<file path="config.mk">
export PLATFORM = sky130hd
export DESIGN_NAME = mem_stage_flat
export DESIGN_NICKNAME = d
export VERILOG_FILES = /design/src/rtl/mem_stage_pkg.sv /design/src/rtl/mem_stage_if.sv /design/src/rtl/mem_stage_load_ext.sv /design/src/rtl/mem_stage.sv /design/src/flat_wrapper.sv
export SDC_FILE = /design/constraint.sdc
export NUM_CORES = 1
export LEC_CHECK = 0
export CAP_MARGIN = 10
export CORE_ASPECT_RATIO = 1.2
export CORE_MARGIN = 8
export CORE_UTILIZATION = 30
export DETAILED_ROUTE_END_ITERATION = 10
export GPL_TIMING_DRIVEN = 0
export SLEW_MARGIN = 25
export SYNTH_ARGS = -nofsm -noshare
export SYNTH_HDL_FRONTEND = slang
export SYNTH_SLANG_ARGS = --single-unit
</file>
<file path="constraint.sdc">
create_clock -name clk -period 11.3 [get_ports clk]
set_input_delay 3.39 -clock clk [delete_from_list [all_inputs] [get_ports clk]]
set_output_delay 3.39 -clock clk [all_outputs]
set_load 0.01 [all_outputs]
</file>
<file path="src/rtl/mem_stage_pkg.sv">
// Shared types for the MEM stage: opcode encoding, FSM states and op-decode helpers.
package mem_stage_pkg;

    localparam int unsigned OpCodeLen = 5;

    localparam logic [31:0] Zero = 32'h0000_0000;

    typedef enum logic [OpCodeLen-1:0] {
        OpNop = 5'd0,
        OpAdd = 5'd1,
        OpSub = 5'd2,
        OpAnd = 5'd3,
        OpOr  = 5'd4,
        OpXor = 5'd5,
        OpLb  = 5'd8,
        OpLh  = 5'd9,
        OpLw  = 5'd10,
        OpLbu = 5'd11,
        OpLhu = 5'd12,
        OpSb  = 5'd16,
        OpSh  = 5'd17,
        OpSw  = 5'd18
    } op_e;

    typedef enum logic [1:0] {
        StIdle   = 2'd0,
        StAccess = 2'd1,
        StDrain  = 2'd2,
        StDone   = 2'd3
    } state_e;

    function automatic logic is_load(logic [OpCodeLen-1:0] op);
        case (op)
            OpLb, OpLh, OpLw, OpLbu, OpLhu: return 1'b1;
            default:                        return 1'b0;
        endcase
    endfunction

    function automatic logic is_store(logic [OpCodeLen-1:0] op);
        case (op)
            OpSb, OpSh, OpSw: return 1'b1;
            default:          return 1'b0;
        endcase
    endfunction

    // Number of bytes moved by a load/store; 0 for non-memory ops.
    function automatic logic [2:0] byte_count(logic [OpCodeLen-1:0] op);
        case (op)
            OpLb, OpLbu, OpSb: return 3'd1;
            OpLh, OpLhu, OpSh: return 3'd2;
            OpLw, OpSw:        return 3'd4;
            default:           return 3'd0;
        endcase
    endfunction

    function automatic logic is_misaligned(logic [OpCodeLen-1:0] op, logic [1:0] addr_lo);
        logic [2:0] n;
        n = byte_count(op);
        return ((n == 3'd2) && addr_lo[0]) || ((n == 3'd4) && (addr_lo != 2'b00));
    endfunction

endpackage

</file>
<file path="src/rtl/mem_stage_if.sv">
// Byte-wide RAM port shared with IF through an arbiter; master side is the MEM stage.
interface mem_stage_if #(
    parameter int unsigned ADDR_W = 32
);
    logic [ADDR_W-1:0] mem_a;
    logic [7:0]        mem_dout;
    logic              mem_wr;
    logic              mem_req;
    logic              mem_gnt;
    logic [7:0]        mem_din;

    modport master (
        output mem_a,
        output mem_dout,
        output mem_wr,
        output mem_req,
        input  mem_gnt,
        input  mem_din
    );

    modport slave (
        input  mem_a,
        input  mem_dout,
        input  mem_wr,
        input  mem_req,
        output mem_gnt,
        output mem_din
    );
endinterface

</file>
<file path="src/rtl/mem_stage_load_ext.sv">
// Turns the assembled little-endian load buffer into the 32-bit register value.
module mem_stage_load_ext
    import mem_stage_pkg::*;
(
    input  logic [OpCodeLen-1:0] op,
    input  logic [31:0]          load_data,
    output logic [31:0]          result
);

    // Sign/zero extension selected by the load opcode
    always_comb begin
        result = load_data;
        case (op)
            OpLb:    result = {{24{load_data[7]}}, load_data[7:0]};
            OpLbu:   result = {24'h0, load_data[7:0]};
            OpLh:    result = {{16{load_data[15]}}, load_data[15:0]};
            OpLhu:   result = {16'h0, load_data[15:0]};
            default: result = load_data;
        endcase
    end

endmodule

</file>
<file path="src/rtl/mem_stage.sv">
// MEM stage: byte-serial loads/stores over the shared RAM port, stalling the pipe while busy.
// Optional build macro MEM_ALIGN_CHECK_EN: misaligned half/word accesses are rejected
// with a one-cycle misalign_o flag instead of being performed.
module mem_stage
    import mem_stage_pkg::*;
#(
    parameter int unsigned ADDR_W = 32,
    parameter int unsigned RD_LAT = 1
) (
    input  logic                 clk,
    input  logic                 rst,
    input  logic [OpCodeLen-1:0] aluop_i,
    input  logic [31:0]          rd_data_i,
    input  logic [4:0]           rd_addr_i,
    input  logic [ADDR_W-1:0]    mem_addr_i,
    input  logic                 rd_enable_i,
    mem_stage_if.master          mem,
    output logic [31:0]          rd_data_o,
    output logic [4:0]           rd_addr_o,
    output logic                 rd_enable_o,
    output logic                 stall_req_o,
    output logic                 misalign_o
);

    // The capture schedule below assumes read data arrives exactly one cycle after its address
    if (RD_LAT != 1) begin : g_rd_lat_check
        $error("mem_stage: only RD_LAT = 1 is supported");
    end

    state_e      state_q, state_d;
    logic [2:0]  cnt_q, cnt_d;
    logic [31:0] load_buf_q, load_buf_d;
    logic        mis_q, mis_d;

    logic        load_op, store_op, mem_op, misaligned;
    logic [2:0]  nbytes;
    logic [1:0]  cap_idx;
    logic        issue;
    logic [1:0]  issue_idx;
    logic [31:0] load_result;

    assign load_op  = is_load(aluop_i);
    assign store_op = is_store(aluop_i);
    assign mem_op   = load_op | store_op;
    assign nbytes   = byte_count(aluop_i);
    // Byte issued in the previous cycle lands now; cnt wraps 4 -> 0 which maps to lane 3
    assign cap_idx  = cnt_q[1:0] - 2'd1;

`ifdef MEM_ALIGN_CHECK_EN
    assign misaligned = mem_op & is_misaligned(aluop_i, mem_addr_i[1:0]);
`else
    assign misaligned = 1'b0;
`endif

    mem_stage_load_ext u_load_ext (
        .op        (aluop_i),
        .load_data (load_buf_q),
        .result    (load_result)
    );

    // State, byte counter, load buffer and misalign flag
    always_ff @(posedge clk or posedge rst) begin
        if (rst) begin
            state_q    <= StIdle;
            cnt_q      <= 3'd0;
            load_buf_q <= Zero;
            mis_q      <= 1'b0;
        end else begin
            state_q    <= state_d;
            cnt_q      <= cnt_d;
            load_buf_q <= load_buf_d;
            mis_q      <= mis_d;
        end
    end

    // Next-state, RAM port drive and MEM/WB outputs
    always_comb begin
        state_d      = state_q;
        cnt_d        = cnt_q;
        load_buf_d   = load_buf_q;
        mis_d        = mis_q;
        issue        = 1'b0;
        issue_idx    = 2'd0;
        mem.mem_a    = '0;
        mem.mem_dout = 8'h00;
        mem.mem_wr   = 1'b0;
        mem.mem_req  = 1'b0;
        stall_req_o  = 1'b0;
        rd_data_o    = Zero;
        rd_addr_o    = 5'd0;
        rd_enable_o  = 1'b0;
        misalign_o   = 1'b0;

        case (state_q)
            StIdle: begin
                if (!mem_op) begin
                    rd_data_o   = rd_data_i;
                    rd_addr_o   = rd_addr_i;
                    rd_enable_o = rd_enable_i;
                end else if (misaligned) begin
                    stall_req_o = 1'b1;
                    mis_d       = 1'b1;
                    state_d     = StDone;
                end else begin
                    stall_req_o = 1'b1;
                    mem.mem_req = 1'b1;
                    if (mem.mem_gnt) begin
                        issue      = 1'b1;
                        cnt_d      = 3'd1;
                        load_buf_d = Zero;
                        if (nbytes == 3'd1) begin
                            state_d = load_op ? StDrain : StDone;
                        end else begin
                            state_d = StAccess;
                        end
                    end
                end
            end
            StAccess: begin
                stall_req_o = 1'b1;
                mem.mem_req = 1'b1;
                issue       = 1'b1;
                issue_idx   = cnt_q[1:0];
                if (load_op) begin
                    load_buf_d[{cap_idx, 3'b000} +: 8] = mem.mem_din;
                end
                cnt_d = cnt_q + 3'd1;
                if (cnt_q == nbytes - 3'd1) begin
                    state_d = load_op ? StDrain : StDone;
                end
            end
            StDrain: begin
                stall_req_o = 1'b1;
                mem.mem_req = 1'b1;
                load_buf_d[{cap_idx, 3'b000} +: 8] = mem.mem_din;
                state_d = StDone;
            end
            StDone: begin
                rd_addr_o = rd_addr_i;
                if (mis_q) begin
                    misalign_o = 1'b1;
                end else if (load_op) begin
                    rd_data_o   = load_result;
                    rd_enable_o = rd_enable_i;
                end
                mis_d   = 1'b0;
                state_d = StIdle;
            end
            default: state_d = StIdle;
        endcase

        if (issue) begin
            mem.mem_a = mem_addr_i + ADDR_W'(issue_idx);
            if (store_op) begin
                mem.mem_wr   = 1'b1;
                mem.mem_dout = rd_data_i[{issue_idx, 3'b000} +: 8];
            end
        end

        // Outputs are quiet for as long as reset is held, including the passthrough path
        if (rst) begin
            mem.mem_a    = '0;
            mem.mem_dout = 8'h00;
            mem.mem_wr   = 1'b0;
            mem.mem_req  = 1'b0;
            stall_req_o  = 1'b0;
            rd_data_o    = Zero;
            rd_addr_o    = 5'd0;
            rd_enable_o  = 1'b0;
            misalign_o   = 1'b0;
        end
    end

endmodule

</file>
<file path="src/flat_wrapper.sv">
// flat-port wrapper written by rule: the top's interface ports become plain ports
module mem_stage_flat import mem_stage_pkg::*;
#(
    parameter int unsigned ADDR_W = 32,
    parameter int unsigned RD_LAT = 1
)
  (clk, rst, aluop_i, rd_data_i, rd_addr_i, mem_addr_i, rd_enable_i, rd_data_o, rd_addr_o, rd_enable_o, stall_req_o, misalign_o, mem_mem_a, mem_mem_dout, mem_mem_wr, mem_mem_req, mem_mem_gnt, mem_mem_din);
  mem_stage_if #(.ADDR_W(ADDR_W)) mem_i ();
  input  logic clk;
  input  logic rst;
  input  logic [OpCodeLen-1:0] aluop_i;
  input  logic [31:0] rd_data_i;
  input  logic [4:0] rd_addr_i;
  input  logic [ADDR_W-1:0] mem_addr_i;
  input  logic rd_enable_i;
  output logic [31:0] rd_data_o;
  output logic [4:0] rd_addr_o;
  output logic rd_enable_o;
  output logic stall_req_o;
  output logic misalign_o;
  output wire logic [$bits(mem_i.mem_a)-1:0] mem_mem_a;
  output wire logic [$bits(mem_i.mem_dout)-1:0] mem_mem_dout;
  output wire logic [$bits(mem_i.mem_wr)-1:0] mem_mem_wr;
  output wire logic [$bits(mem_i.mem_req)-1:0] mem_mem_req;
  input wire logic [$bits(mem_i.mem_gnt)-1:0] mem_mem_gnt;
  input wire logic [$bits(mem_i.mem_din)-1:0] mem_mem_din;
  assign mem_mem_a = mem_i.mem_a;
  assign mem_mem_dout = mem_i.mem_dout;
  assign mem_mem_wr = mem_i.mem_wr;
  assign mem_mem_req = mem_i.mem_req;
  assign mem_i.mem_gnt = mem_mem_gnt;
  assign mem_i.mem_din = mem_mem_din;
  mem_stage #(.ADDR_W(ADDR_W), .RD_LAT(RD_LAT)) u_core (.clk(clk), .rst(rst), .aluop_i(aluop_i), .rd_data_i(rd_data_i), .rd_addr_i(rd_addr_i), .mem_addr_i(mem_addr_i), .rd_enable_i(rd_enable_i), .mem(mem_i), .rd_data_o(rd_data_o), .rd_addr_o(rd_addr_o), .rd_enable_o(rd_enable_o), .stall_req_o(stall_req_o), .misalign_o(misalign_o));
endmodule
</file>
# [Yosys cells after proc, flatten, opt, wreduce, memory -nomap -nowiden]
# Memories as Yosys holds them, arrays and structs flattened.
# Cells that the tools add are included.
[classes] mux=43 n_shift=3 reduce_logical=9 n_addsub=5 bitwise_logic=1 n_eq_ne=17
[op_table] cell="32-bit two-way mux" count=8
[op_table] cell="32-bit one-hot mux with 4 select lines" count=1
[op_table] cell="32-bit one-hot mux with 3 select lines" count=1
[op_table] cell="32-bit one-hot mux with 2 select lines" count=1
[op_table] cell="32-bit by 2-bit adder with 32-bit output" count=1
[op_table] cell="32-bit bitwise mux" count=1
[op_table] cell="8-bit by 7-bit variable shift with 32-bit output (first input constant)" count=1
[op_table] cell="32-bit by 6-bit indexed part select with 8-bit output" count=1
[op_table] cell="8-bit by 7-bit indexed part select with 32-bit output" count=1
[op_table] cell="5-bit by 4-bit equality test with 1-bit output (second input constant)" count=5
[op_table] cell="8-bit two-way mux" count=3
[op_table] cell="5-bit equality test (second input constant)" count=3
[op_table] cell="1-bit two-way mux" count=13
[op_table] cell="2-bit two-way mux" count=5
[op_table] cell="5-bit two-way mux" count=2
[op_table] cell="5-bit one-hot mux with 2 select lines" count=1
[op_table] cell="2-bit one-hot mux with 4 select lines" count=1
[op_table] cell="5-bit negator with 7-bit output" count=1
[op_table] cell="3-bit two-way mux" count=2
[op_table] cell="2-bit by 1-bit != test with 1-bit output (second input constant)" count=3
[op_table] cell="1-bit one-hot mux with 2 select lines" count=3
[op_table] cell="3-bit one-hot mux with 2 select lines" count=1
[op_table] cell="3-bit AND reduction" count=2
[op_table] cell="5-bit OR reduction" count=1
[op_table] cell="15 further kinds" count=16
[word_totals] reg_bits=37 rom_bits=96 n_memories=1 input_bits=86 out_inout_bits=82 wordCells=82
[memory_table] memory="(no name shown)" words=32 word_bits=3 rd=1 rd_ports_with_merged_regs=0 wr=0 line="mem_stage_pkg.sv:48" source="case (op)"

# [Logic depth before layout (Yosys ltp)]
# Gate-level depths: netlist of the first run.
[logic_depth] depth_word=8 ltp_mapped=13 depth_no_buf=11

# [Modules after synthesis]
# From an unflattened synthesis of the first run, not the netlist that was laid out.
[unflattened] cells_unflattened=511 area_unflattened_um2=4003.8
[modules_own_cells] module="mem_stage" cells_per_inst=467 seq_area_each_um2=925.9 area_per_inst_um2=3654.8 instances=1
[modules_own_cells] module="mem_stage_load_ext" cells_per_inst=44 seq_area_each_um2=0.0 area_per_inst_um2=349.1 instances=1

# [Worst setup path after synthesis of the first run]
# OpenSTA, ideal clock, no wires.
[synth_timing] path_type="input-to-output" startpoint="in aluop_i[0]" endpoint="out rd_data_o[21]" path_buffers=2 path_stages=9 required_ns=7.910 arrival_ns=5.140 path_slack_ns=2.770 path_cell_list="inv_1 -> ha_1 -> buf_2 -> nor4_1 -> nor3_1 -> nor2_1 -> clkbuf_1 -> nand2_1 -> a21oi_1"
[synth_via] elab_chain_len=7 elab_cells_between_ends=18 classes_between="eq/ne (8); mux (7); bitwise (1); reduce/logical (2)"
[synth_rtl] item="from (decl)" line="flat_wrapper.sv:11" source="input logic [OpCodeLen-1:0] aluop_i;"
[synth_rtl] item="5-bit by 4-bit equality test with 1-bit output, or another cell as far along" line="mem_stage_pkg.sv:33, mem_stage_load_ext.sv:13"
[synth_rtl] item="5-bit OR reduction / 3-bit OR reduction (equally long branches)" line="mem_stage_pkg.sv:33, mem_stage_pkg.sv:40"
[synth_rtl] item="1-bit two-way mux (on tied branches)" line="mem_stage_pkg.sv:33, mem_stage_pkg.sv:40"
[synth_rtl] item="1-bit OR" line="mem_stage.sv:44" source="assign mem_op = load_op | store_op;"
[synth_rtl] item="32-bit two-way mux" line="mem_stage.sv:96" source="if (!mem_op) begin"
[synth_rtl] item="32-bit one-hot mux with 2 select lines *" line="mem_stage.sv:94" source="case (state_q)"
[synth_rtl] item="32-bit two-way mux *" line="mem_stage.sv:161" source="if (rst) begin"
[synth_rtl] item="to (decl)" line="flat_wrapper.sv:16" source="output logic [31:0] rd_data_o;"
# Mark *: on every way between the ends. The rest lies on a longest branch, timed or not.

# [Worst setup path in the final report of the first run]
# Same ends and word-level chain as after synthesis.

==> results.yml, run 1 <==
placement:
  dp_hpwl_um: 13240
  port_buffers: 166
  gp_congestion: 0.9653
sta:
  period_share: 0.9078
  rsz0062_at_grt: "no"
  max_slew_margin: 0.3889
  max_freq_ghz: 0.09748
  timing.setup.tns_ps: 0
  max_slew.worst_pin.slew_ps: 909.0
  period_needed_ps: 10260
  hold_viol: 0
  setup-violations-final: 0
  fin_skew_ps: 3.586
  finalMaxSlewViolations: 0
yosys:
  synth_top_family_by_area: "simple AND/OR/NAND/NOR gates"
  synth-seq-cells: 37
  synth_xor_area_frac: 0.07190
  async_flop_share: 1.000
  synth_area_sq_mm: 0.003776
  synth_cell_types: 59
  synth-compound-area-share: 0.2429
  synth_edf_count: 0
  yosys.area.top_type: "dfrtp_1"
  synthesis.nets: 606
  synthSimpleGateAreaFrac: 0.2790
  synth_warnings: 0
  synth_area_per_cell_sq_um: 7.522
  synth_cells: 502
  seq_area_frac_synth: 0.2452
  synth_area_leaders: "dfrtp_1 (25%), nand2_1 (7.5%), ha_1 (5.6%), nor2_1 (4.9%), xor2_1 (4.4%)"
  synth_top_area_share: 0.2452
  synthMuxAreaShare: 0.02949
  ys.flop_type: "dfrtp_1"
  synth_adder_area_share: 0.06163
die:
  start_util: 0.3021
  pin_count: 168
  die_x_um: 118.4
  die_h_um: 138.9
  core_area_sq_mm: 0.01250
  dieArea_sq_mm: 0.01645
  rows: 45
drt:
  drc: 0
  drtAntennaViolNets: 0
  routed_wl_um: 16120
  firstDrtPassIters: 5
  wire_per_inst_um: 19.19
  viasPerCell: 5.371
  vias: 4512
  drt-initial-drc-count: 329
grt:
  grt_max_degree: 34
  grt.overflow.total: 0
  first_global_vias: 4720
  track_usage: 0.1905
  grt_pass1_wl_um: 25580
  antenna_found_initial: 0
power_and_ir_drop:
  total_power_mw: 0.9142
  seqPwrFrac: 0.196
  leakagePower_nw: 2.244
  power_density_mw_per_mm2: 157.1
  p_switching_mw: 0.4364
  internal_power_mw: 0.4777
  power.share.combinational: 0.656
  vdd_drop_max_v: 0.00009336
  p_sw_frac: 0.4774
  clkPwrFrac: 0.148
worst_hold_path:
  holdCritPathClass: "reg -> reg"
critical_path:
  crit_type: "in -> out"
  path_cells: "clkdlybuf4s50_1 -> inv_1 -> ha_1 -> buf_2 -> nor4_1 -> nor3_1 -> nor2_1 -> clkbuf_1 -> nand2_1 -> a21oi_1 -> clkdlybuf4s50_1"
  critPathMostFrequentCell: "clkdlybuf4s50_1"
  worst_setup_path_end_kind: "output pin"
  required_ps: 7910
  cp_max_fo: 10
  cp_data_arrival_time_ps: 6870
  critical_path.startpoint_type: "input port"
  cp_slowest_cell: "nor2_1"
  slowest_delay_ps: 580
clocking:
  postCtsResizedCells: 0
  cts_max_level: 2
  numClockSinks: 37
  clock_path_buffers: 2
  cts_tree: "yes"
  cts_buffers: 5
  cts_setup_buffers: 0
  postCtsHoldBufs: 0
  clk_pin_slew_ps: 50
  clockRootBuffer: "clkbuf_16"
  insertion_delay_ps: 290
run:
  maxCapViolCount: 0
layout:
  synthToLayoutAreaGrowth_pct: 54.08
  final_cell_mix: "clkdlybuf4s50_1 (166), nand2_1 (75), nor2_1 (49)"
  final_nets: 780
  drive_gt1_frac: 0.06065
  final_common_cell: "clkdlybuf4s50_1"
  antenna_cells: 0
status:
  outcome: "completed"
## synth_stat cells (3+ instances only)
| master | count |
|---|---|
| nand3_1 | 19 |
| a211oi_1 | 8 |
| ha_1 | 17 |
| nor2_1 | 49 |
| a21o_1 | 10 |
| nor4_1 | 6 |
| a22o_1 | 18 |
| mux2i_1 | 10 |
| clkbuf_1 | 14 |
| nand4_1 | 21 |
| xnor2_1 | 12 |
| a22oi_1 | 8 |
| and2_1 | 6 |
| and3_1 | 3 |
| nand2b_1 | 3 |
| nand2_1 | 75 |
| nor2b_1 | 10 |
| a21bo_2 | 8 |
| a311oi_1 | 8 |
| nor3_1 | 6 |
| xor2_1 | 19 |
| a21oi_1 | 32 |
| buf_2 | 10 |
| o21ai_0 | 19 |
| inv_1 | 34 |
| dfrtp_1 | 37 |
## sequential cells by signal (all words and copies together), names as in the netlist
| name | count |
|---|---|
| u_core.cnt_q | 3 |
| u_core.load_buf_q | 32 |
| u_core.state_q | 2 |
## critical path, delay by kind of cell
kind            cells  cell delay [ps]
buf+inv             5             1730
simple gates        4             1340
compound gates      1              210
fa+ha+maj           1              190
## metrics by stage
step           setup WS [ps]  hold slack, ps  std cells  area [sq um]    util
3_5_place_dp            1046           481.2        833          5674  0.4540
5_1_grt                793.1           510.4        840          5818  0.4655
2_1_floorplan           2770           457.5        502          3776       -
6_report                1042           494.5        840          5818  0.4655
4_1_cts                 1049           494.4        840          5812  0.4650
3_3_place_gp            1127           466.7        832          5643  0.4515
## path summary, 6_finish.rpt
check / cells past startpoint / end / slack, ps / from
min in group asynchronous: 2 / u_core.cnt_q[0] / 3440 / rst
hold / removal: 1 / u_core.load_buf_q[17] / 490 / u_core.load_buf_q[17]
setup / recovery: 11 / rd_data_o[21] / 1040 / aluop_i[0]
max in group asynchronous: 3 / u_core.load_buf_q[22] / 7430 / rst
hold reg to reg: 1 / u_core.load_buf_q[17] / 490 / u_core.load_buf_q[17]
setup reg to reg: 7 / u_core.load_buf_q[8] / 8630 / u_core.cnt_q[0]
## power by group through the flow
stage	Sequential (mW)	Combinational, mW	Clock, mW
after floorplan	0.173	0.356	0
after global routing	0.182	0.654	0.144
final	0.179	0.599	0.136
after CTS	0.178	0.596	0.139
after detailed placement	0.180	0.593	0
after global placement	0.179	0.582	0
## area by class of cell
cell class                 instances  area, sq um
buffer                            27        128.9
clock buffer                       6        128.9
clock inverter                     1        8.758
fill                            1245         6681
inverter                          35        131.4
multi-input combinational        403         2608
sequential                        37        925.9
tap                              164        205.2
timing repair buffer             167         1682
## routing by layer
metal,share of wire,wire length [um],up-vias,GRT usage
li1,-,-,2116,-
met1,0.41,6683,2103,0.2253
met2,0.46,7401,261,0.3144
met3,0.096,1545,32,0.05825
met4,0.030,484,0,0.07672
met5,0,0,-,0
## cells by family after synthesis
family / count (synthesis)
muxes: 11
adders and majority gates: 18
xor gates and xnor gates: 31
DFF: 37
and+or+nand+nor: 213
other: 1
buffers and inverters: 62
AOI/OAI and AO/OA: 129
No activity file was read; power rests on OpenSTA's default activity.
==> inputs of run 2 (changes only) <==
Settings changed: CTS_BUF_LIST set to sky130_fd_sc_hd__clkbuf_4 sky130_fd_sc_hd__clkbuf_8.
==> results.yml, run 2 (synthesis results as in run 1) <==
layout:
  top_regs: "u_core.load_buf_q x32, u_core.cnt_q x3, u_core.state_q x2"
  final_nets: 780
  antenna_cells: 0
  drive_gt1_frac: 0.06213
  regMostFlops: "u_core.load_buf_q"
  synthToLayoutAreaGrowth_pct: 52.68
  largest_reg_flops: 32
  fillers: 1255
  final_common_cell: "clkdlybuf4s50_1"
  final_cell_mix: "clkdlybuf4s50_1 (166), nand2_1 (75), nor2_1 (49)"
clocking:
  postCtsHoldBufs: 0
  numClockSinks: 37
  clockRootBuffer: "clkbuf_8"
  cts_max_level: 2
  cts_buffers: 5
  insertion_delay_ps: 300
  postCtsResizedCells: 0
  cts_tree: "yes"
  clock_path_buffers: 2
  cts_setup_buffers: 0
  clk_pin_slew_ps: 70
die:
  pin_count: 168
  rows: 45
  dieArea_sq_mm: 0.01645
  die_h_um: 138.9
  die_x_um: 118.4
  core_area_sq_mm: 0.01250
  start_util: 0.3021
drt:
  vias: 4483
  drc: 0
  viasPerCell: 5.337
  firstDrtPassIters: 5
  wire_per_inst_um: 19.19
  drtAntennaViolNets: 0
  drt-initial-drc-count: 298
  routed_wl_um: 16120
sta:
  period_needed_ps: 10250
  max_freq_ghz: 0.09761
  fin_skew_ps: 7.358
  setup_slack_ps: 1055
  hold_viol: 0
  max_slew_margin: 0.3939
  finalMaxSlewViolations: 0
  setup-violations-final: 0
  rsz0062_at_grt: "no"
  max_slew.worst_pin.slew_ps: 901.7
  period_share: 0.9066
  timing.setup.tns_ps: 0
  hold_ws_ps: 500.2
placement:
  gp_congestion: 0.9653
  port_buffers: 166
  dp_hpwl_um: 13240
  pre_cts_slack_ps: 1046
critical_path:
  cp_data_arrival_time_ps: 6860
  cp_max_fo: 10
  critical_path.startpoint_type: "input port"
  worst_setup_path_end_kind: "output pin"
  crit_type: "in -> out"
  required_ps: 7910
  r2r-start: "u_core.cnt_q[0]"
  cp-startpoint: "aluop_i[0]"
grt:
  track_usage: 0.1906
  antenna_found_initial: 0
  grt_max_degree: 34
  grt_pass1_wl_um: 25530
  first_global_vias: 4696
  grt.overflow.total: 0
run:
  maxCapViolCount: 0
power_and_ir_drop:
  vdd_drop_max_v: 0.00007503
  leakagePower_nw: 2.222
  power_density_mw_per_mm2: 151.7
worst_hold_path:
  min_from: "u_core.load_buf_q[17]"
  holdCritPathClass: "reg -> reg"
status:
  outcome: "completed"
==> run 2: worst paths after layout <==
path | endpoint | slack, ps | depth (start not counted)
min in group asynchronous | u_core.cnt_q[0] | 3420 | 2
setup reg to reg | u_core.load_buf_q[8] | 8650 | 7
setup / recovery | rd_data_o[24] | 1050 | 11
max in group asynchronous | u_core.load_buf_q[0] | 7460 | 3
hold / removal | u_core.load_buf_q[17] | 500 | 1
hold reg to reg | u_core.load_buf_q[17] | 500 | 1
==> run 2: metrics by stage <==
stage	instances	total power [mW]	util	cell area (sq um)
after floorplan	502	0.5281	-	3776
final	840	0.8747	0.4613	5766
after detailed placement	833	0.7727	0.4540	5674
after CTS	840	0.8716	0.4608	5759
after global routing	840	0.9378	0.4613	5766
after global placement	832	0.7615	0.4515	5643
==> run 2: final cells by class <==
cell class                      count  area (sq um)  area share
Multi-Input combinational cell    403          2608      0.4523
Clock buffer                        6         76.32     0.01324
Buffer                             27         128.9     0.02235
Clock inverter                      1         8.758    0.001519
Timing Repair Buffer              167          1682      0.2917
Sequential cell                    37         925.9      0.1606
Inverter                           35         131.4     0.02279
Tap cell                          164         205.2     0.03559
==> run 2: power breakdown <==
| part | internal (mW) | switching, mW | leakage [nW] |
|---|---|---|---|
| logic | 0.241 | 0.360 | 1.67 |
| registers | 0.156 | 0.0228 | 0.505 |
| clock network | 0.0451 | 0.0506 | 0.0447 |
| total | 0.442 | 0.433 | 2.22 |
==> run 2: worst max-delay path, stage by stage <==
cell,delay [ps]
clkdlybuf4s50_1,510
inv_1,70
ha_1,190
buf_2,160
nor4_1,460
nor3_1,190
nor2_1,570
clkbuf_1,400
nand2_1,140
a21oi_1,190
clkdlybuf4s50_1,570
==> run 2: layer usage <==
| metal | GRT usage | share of wire | vias to the layer above |
|---|---|---|---|
| li1 | - | - | 2123 |
| met1 | 0.2255 | 0.42 | 2089 |
| met2 | 0.3162 | 0.46 | 247 |
| met3 | 0.05947 | 0.092 | 24 |
| met4 | 0.07138 | 0.025 | 0 |
| met5 | 0 | 0 | - |
==> RTL change 1: new RTL, settings of run 1 <==
Make the reset (`rst`) synchronous in one clocked block.
--- a/src/rtl/mem_stage.sv
+++ b/src/rtl/mem_stage.sv
@@ -59,7 +59,7 @@
     );
 
     // State, byte counter, load buffer and misalign flag
-    always_ff @(posedge clk or posedge rst) begin
+    always_ff @(posedge clk) begin
         if (rst) begin
             state_q    <= StIdle;
             cnt_q      <= 3'd0;
Formal check against the unedited RTL: no difference found for any inputs over 4 cycles, from zero or initial values and one cycle with rst high; that may be too few to reach the edited logic, so the function may still have changed.
==> RTL change 1 against run 1 <==
Power shrank 28%. Via count fell by 2.4%. Largest power group unchanged. Sequential cell count did not move. Count of clock-buffer cells in the layout down 1. Synthesized cell count is 0.40% higher. Area after synthesis increased by 0.13%. Design area barely moved. Register-to-register slack better by 490 ps. Setup slack improved by 330 ps. Routed wire length decreased by 1.9%. Critical path depth unchanged. Non-clock buffer count increased by 7.
==> RTL change 1: results (changes against run 1) <==
* Status: finished, final reports clean
* Drt initial violations at 220 (-33%)
* Hold-critical path depth at 1 (unchanged)
* Worst R2R Path Depth at 6 (-1)
* CP arrival at 6540 ps (-330 ps)
* Number of buffers created by CTS at 5 (unchanged)
* Hold worst-path end: u_core.load_buf_q[14]$_SDFFE_PP0P_
* Worst-path maximum fanout at 10 (unchanged)
* P_leak at 2.05 nW (-8.4%)
* Layout Skew at 5.61 ps (+2.02 ps)
* Pre-CTS setup slack at 1380 ps (+333 ps)
* Root Buffer: clkbuf_16
* Vias per cell at 5.23 (-2.7%)
* DP Wirelength at 13.3 mm (+0.77%)
* Yosys Warn Count at 0 (unchanged)
* Clock-pin transition on the worst setup and hold timing paths at around 60 ps
* First-pass GRT wire length at 24.7 mm (-3.4%)
* Largest net degree at the start of global routing at 14 (-59%)
* FF-to-FF Start: u_core.state_q[0]$_SDFFE_PP0P_
* Main synth FF type: dfxtp_1
* Worst Tran Pin Value at 964 ps (+54.8 ps)
* Routability Congestion at 0.895 (-7.3%)
* Area post-placement at 5650 sq um (-0.46%)
* Nets at 781 (+0.13%)
* Number of global-route vias before repair at 4426 (-6.2%)
* Ys async rst share at 0 (-1.00)
* Drt pass-1 iters at 5 (unchanged)
* Synth top cells by count: nor2_1 (85), dfxtp_1 (37), nand2_1 (29)
* Hold path start: u_core.load_buf_q[14]$_SDFFE_PP0P_
* Initial antenna violation count at 0 (unchanged)
* Mean routed wirelength per cell at 18.8 um (-2.2%)
* Post-synthesis sequential area ratio at 0.196 (-0.0493)
* Share of cells above drive strength 1 at 0.0664 (+0.00572)
* Reg2reg end: u_core.load_buf_q[29]$_SDFFE_PP0P_
* # diodes at 0 (unchanged)
* IR drop worst, VDD at 0.0603 mV (-35%)
* Placed insts at 834 (+0.12%)
* Post-CTS sizing at 0 (unchanged)
* Unique cell type count in the Yosys netlist at 65 (+10%)
* Syn Nets at 608 (+0.33%)
* Top cells by area, synth: dfxtp_1 (20%), nor2_1 (8.4%), ha_1 (5.6%), a2bb2oi_1 (5.6%), xnor2_1 (4.9%)
* Max Root-Sink Buffers at 2 (unchanged)
* Mapped Cells at 504 (+0.40%)
* FF-to-FF setup slack at 9120 ps (+490 ps)
* Clock latency on the worst-skew pair at 280 ps
* GRT Resource Usage Total at 0.185 (-0.00543)
* Final non-filler cell total at 842 (+0.24%)
-- RTL change 1: cell types whose count changed after synthesis, sizes merged, moves of 9 or more --
cell | before | now
a32o | 0 | 16
a21oi | 34 | 21
inv | 34 | 24
o21ai | 21 | 10
xnor2 | 12 | 21
nand2b | 3 | 16
dfrtp | 37 | 0
nor2 | 49 | 86
xor2 | 19 | 6
dfxtp | 0 | 37
a22o | 18 | 8
nand4 | 21 | 8
a2bb2oi | 0 | 24
nand2 | 75 | 29
-- RTL change 1: worst max-delay path, cell delays in order --
cell and delay (ps):
clkdlybuf4s50_1 510, inv_1 70, ha_1 200, buf_6 140
nor4_4 460, o32ai_1 210, nor2_2 340, clkbuf_1 400
a2bb2oi_1 110, nor2_1 130, clkdlybuf4s50_1 560
-- RTL change 1: worst max-delay path by stage --
stage / start / slack, ps / endpoint
after floorplan: aluop_i[0] / 2800 / rd_data_o[21]
after global placement: aluop_i[0] / 1410 / rd_data_o[28]
after detailed placement: aluop_i[0] / 1380 / rd_data_o[28]
after CTS: aluop_i[0] / 1360 / rd_data_o[28]
after global routing: aluop_i[0] / 1090 / rd_data_o[28]
final: aluop_i[0] / 1370 / rd_data_o[28]
-- RTL change 1: layer usage --
layer | track usage | up-vias | routed length [um]
li1 | - | 2174 | -
met1 | 0.208 | 2056 | 6480
met2 | 0.345 | 153 | 8140
met3 | 0.0383 | 19 | 912
met4 | 0.0447 | 0 | 276
met5 | 0 | - | 0
-- RTL change 1: cell type report --
cell class | instances | area (sq um)
plain buffers | 35 | 190
clock buffers | 5 | 125
clock inverters | 3 | 46.3
fillers | 1273 | 6680
inverters | 25 | 93.8
multi-input cells | 407 | 2760
flip-flops and latches | 37 | 741
well taps | 164 | 205
repair buffers | 166 | 1660
-- RTL change 1: cells by family after synthesis --
| family | count (synthesis) | share of synthesized area |
|---|---|---|
| buffers and inverters | 60 | 0.0751 |
| muxes | 11 | 0.0291 |
| AOI/OAI and AO/OA | 125 | 0.265 |
| other | 1 | 0.000992 |
| adders and majority gates | 18 | 0.0615 |
| DFF | 37 | 0.196 |
| and+or+nand+nor | 225 | 0.310 |
| xor gates and xnor gates | 27 | 0.0625 |
-- RTL change 1: report_power, final --
part | internal [W] | switching, W | total, W
Combinational | 0.000163 | 0.000192 | 0.000355
Clock | 0.000104 | 0.0000550 | 0.000159
Sequential | 0.000135 | 0.00000490 | 0.000140
-- RTL change 1: per-stage QoR --
stage | total power [W] | hold WS, ps
5_1_grt | 0.000692 | 474
6_report | 0.000654 | 467
4_1_cts | 0.000657 | 468
2_1_floorplan | 0.000331 | 442
3_5_place_dp | 0.000497 | 456
3_3_place_gp | 0.000494 | 451
==> RTL change 2: new RTL, flow settings as in run 1 <==
Made on the original files. `ADDR_W` is set to 32 in 3 places; all go to 64.
--- a/src/rtl/mem_stage_if.sv
+++ b/src/rtl/mem_stage_if.sv
@@ -1,6 +1,6 @@
 // Byte-wide RAM port shared with IF through an arbiter; master side is the MEM stage.
 interface mem_stage_if #(
-    parameter int unsigned ADDR_W = 32
+    parameter int unsigned ADDR_W = 64
 );
     logic [ADDR_W-1:0] mem_a;
     logic [7:0]        mem_dout;
--- a/src/rtl/mem_stage.sv
+++ b/src/rtl/mem_stage.sv
@@ -4,7 +4,7 @@
 module mem_stage
     import mem_stage_pkg::*;
 #(
-    parameter int unsigned ADDR_W = 32,
+    parameter int unsigned ADDR_W = 64,
     parameter int unsigned RD_LAT = 1
 ) (
     input  logic                 clk,
--- a/src/flat_wrapper.sv
+++ b/src/flat_wrapper.sv
@@ -1,7 +1,7 @@
 // flat-port wrapper written by rule: the top's interface ports become plain ports
 module mem_stage_flat import mem_stage_pkg::*;
 #(
-    parameter int unsigned ADDR_W = 32,
+    parameter int unsigned ADDR_W = 64,
     parameter int unsigned RD_LAT = 1
 )
   (clk, rst, aluop_i, rd_data_i, rd_addr_i, mem_addr_i, rd_enable_i, rd_data_o, rd_addr_o, rd_enable_o, stall_req_o, misalign_o, mem_mem_a, mem_mem_dout, mem_mem_wr, mem_mem_req, mem_mem_gnt, mem_mem_din);
Interface: changed (resized mem_addr_i and mem_mem_a); port bits go from 168 to 232. No check against the original RTL was run, so the function may have changed too.
==> RTL change 2 against run 1 <==
Area after synthesis grew 26%. Routed wire length increased by 39%. Setup slack worse by 320 ps. Sequential cell count did not move. Power is 13% higher. Count of clock-buffer cells in the layout unchanged. Global-route usage is 2.3 points higher. Sequential share of layout area down 3.5 points. Design area rose by 29%. Critical endpoint is now rd_data_o[12]. Worst hold slack lost 24 ps. Critical path depth did not move.
==> RTL change 2: results (changes against run 1) <==
* Slowest stage delay, CP at 650 ps (+70 ps)
* IR drop worst, VDD at 0.101 mV (+8.0%)
* Drt initial violations at 466 (+42%)
* # port buffers at 228 (+37%)
* Layout Skew at 2.46 ps (-1.13 ps)
* Xor and xnor area share after synthesis at 0.0752 (+0.00329)
* Via Count at 6101 (+35%)
* Critical Path Sink: rd_data_o[12]
* First-pass GRT wire length at 35.1 mm (+37%)
* Post-synthesis sequential area ratio at 0.194 (-0.0513)
* CP arrival at 7190 ps (+320 ps)
* Vias per cell at 5.38 (about the same)
* Multiplexer share of the synthesized area at 0.0278 (-0.00172)
* Unique cell type count in the Yosys netlist at 58 (-1.7%)
* FF-to-FF setup slack at 8740 ps (+110 ps)
* Status: finished, final reports clean
* Synth top cells by count: nand2_1 (96), nor2_1 (66), o21ai_0 (63)
* Met1 Wirelength at 9.32 mm (+39%)
* Sequential Power at 0.000196 W (+9%)
* Synth Area in Adders at 0.0487 (-0.0129)
* Mean routed wirelength per cell at 19.7 um (+2.6%)
* FF-to-FF Start: u_core.state_q[0]$_DFFE_PP0P_
* Routability Congestion at 0.874 (-9.5%)
* Clock power frac at 0.130 (-0.018)
* Worst Tran Pin Value at 921 ps (+11.8 ps)
* Syn Nets at 826 (+36%)
* GRT Resource Usage Total at 0.213 (+0.0230)
* Share of cells above drive strength 1 at 0.0345 (-0.0261)
* Avg Cell Area, Syn at 6.92 sq um (-8.0%)
* DP Wirelength at 18.4 mm (+39%)
* Compound-Gate Fraction of Synth Area at 0.234 (-0.00866)
## RTL change 2: cell types whose count changed in the layout (fill, tap and decap cells not counted), sizes merged, moves of 11 or more
| cell | change |
|---|---|
| o21ai | +42 |
| nor2 | +17 |
| and4 | +12 |
| nand2 | +21 |
| a21oi | +18 |
| or3 | +17 |
| nor3 | +11 |
| clkdlybuf4s50 | +62 |
| inv | -12 |
## RTL change 2: layout make-up
type,instances,area (sq um)
buffer,42,175
clock buffer,6,129
timing repair buffer,229,2300
tap,208,260
sequential,37,926
fill,1571,8100
inverter,22,82.6
clock inverter,2,10.0
multi-input combinational,589,3600
## RTL change 2: how the worst min path moves through the flow
| stage | to | slack (ps) | cells past startpoint | start |
|---|---|---|---|---|
| finish | u_core.load_buf_q[18]$_DFFE_PP0P_ | 470 | 2 | u_core.load_buf_q[18]$_DFFE_PP0P_ |
| detailed placement | u_core.load_buf_q[19]$_DFFE_PP0P_ | 460 | 2 | u_core.load_buf_q[19]$_DFFE_PP0P_ |
| floorplan | u_core.load_buf_q[16]$_DFFE_PP0P_ | 440 | 2 | u_core.load_buf_q[16]$_DFFE_PP0P_ |
| global placement | u_core.load_buf_q[17]$_DFFE_PP0P_ | 460 | 2 | u_core.load_buf_q[17]$_DFFE_PP0P_ |
| CTS | u_core.load_buf_q[19]$_DFFE_PP0P_ | 480 | 2 | u_core.load_buf_q[19]$_DFFE_PP0P_ |
| global route | u_core.load_buf_q[20]$_DFFE_PP0P_ | 490 | 2 | u_core.load_buf_q[20]$_DFFE_PP0P_ |
## RTL change 2: cells by family after synthesis
logic type / count (synthesis)
mux: 13
buf+inv: 64
flops: 37
xor+xnor: 41
other cells: 1
fa+ha+maj: 18
compound gates: 181
simple gates: 335
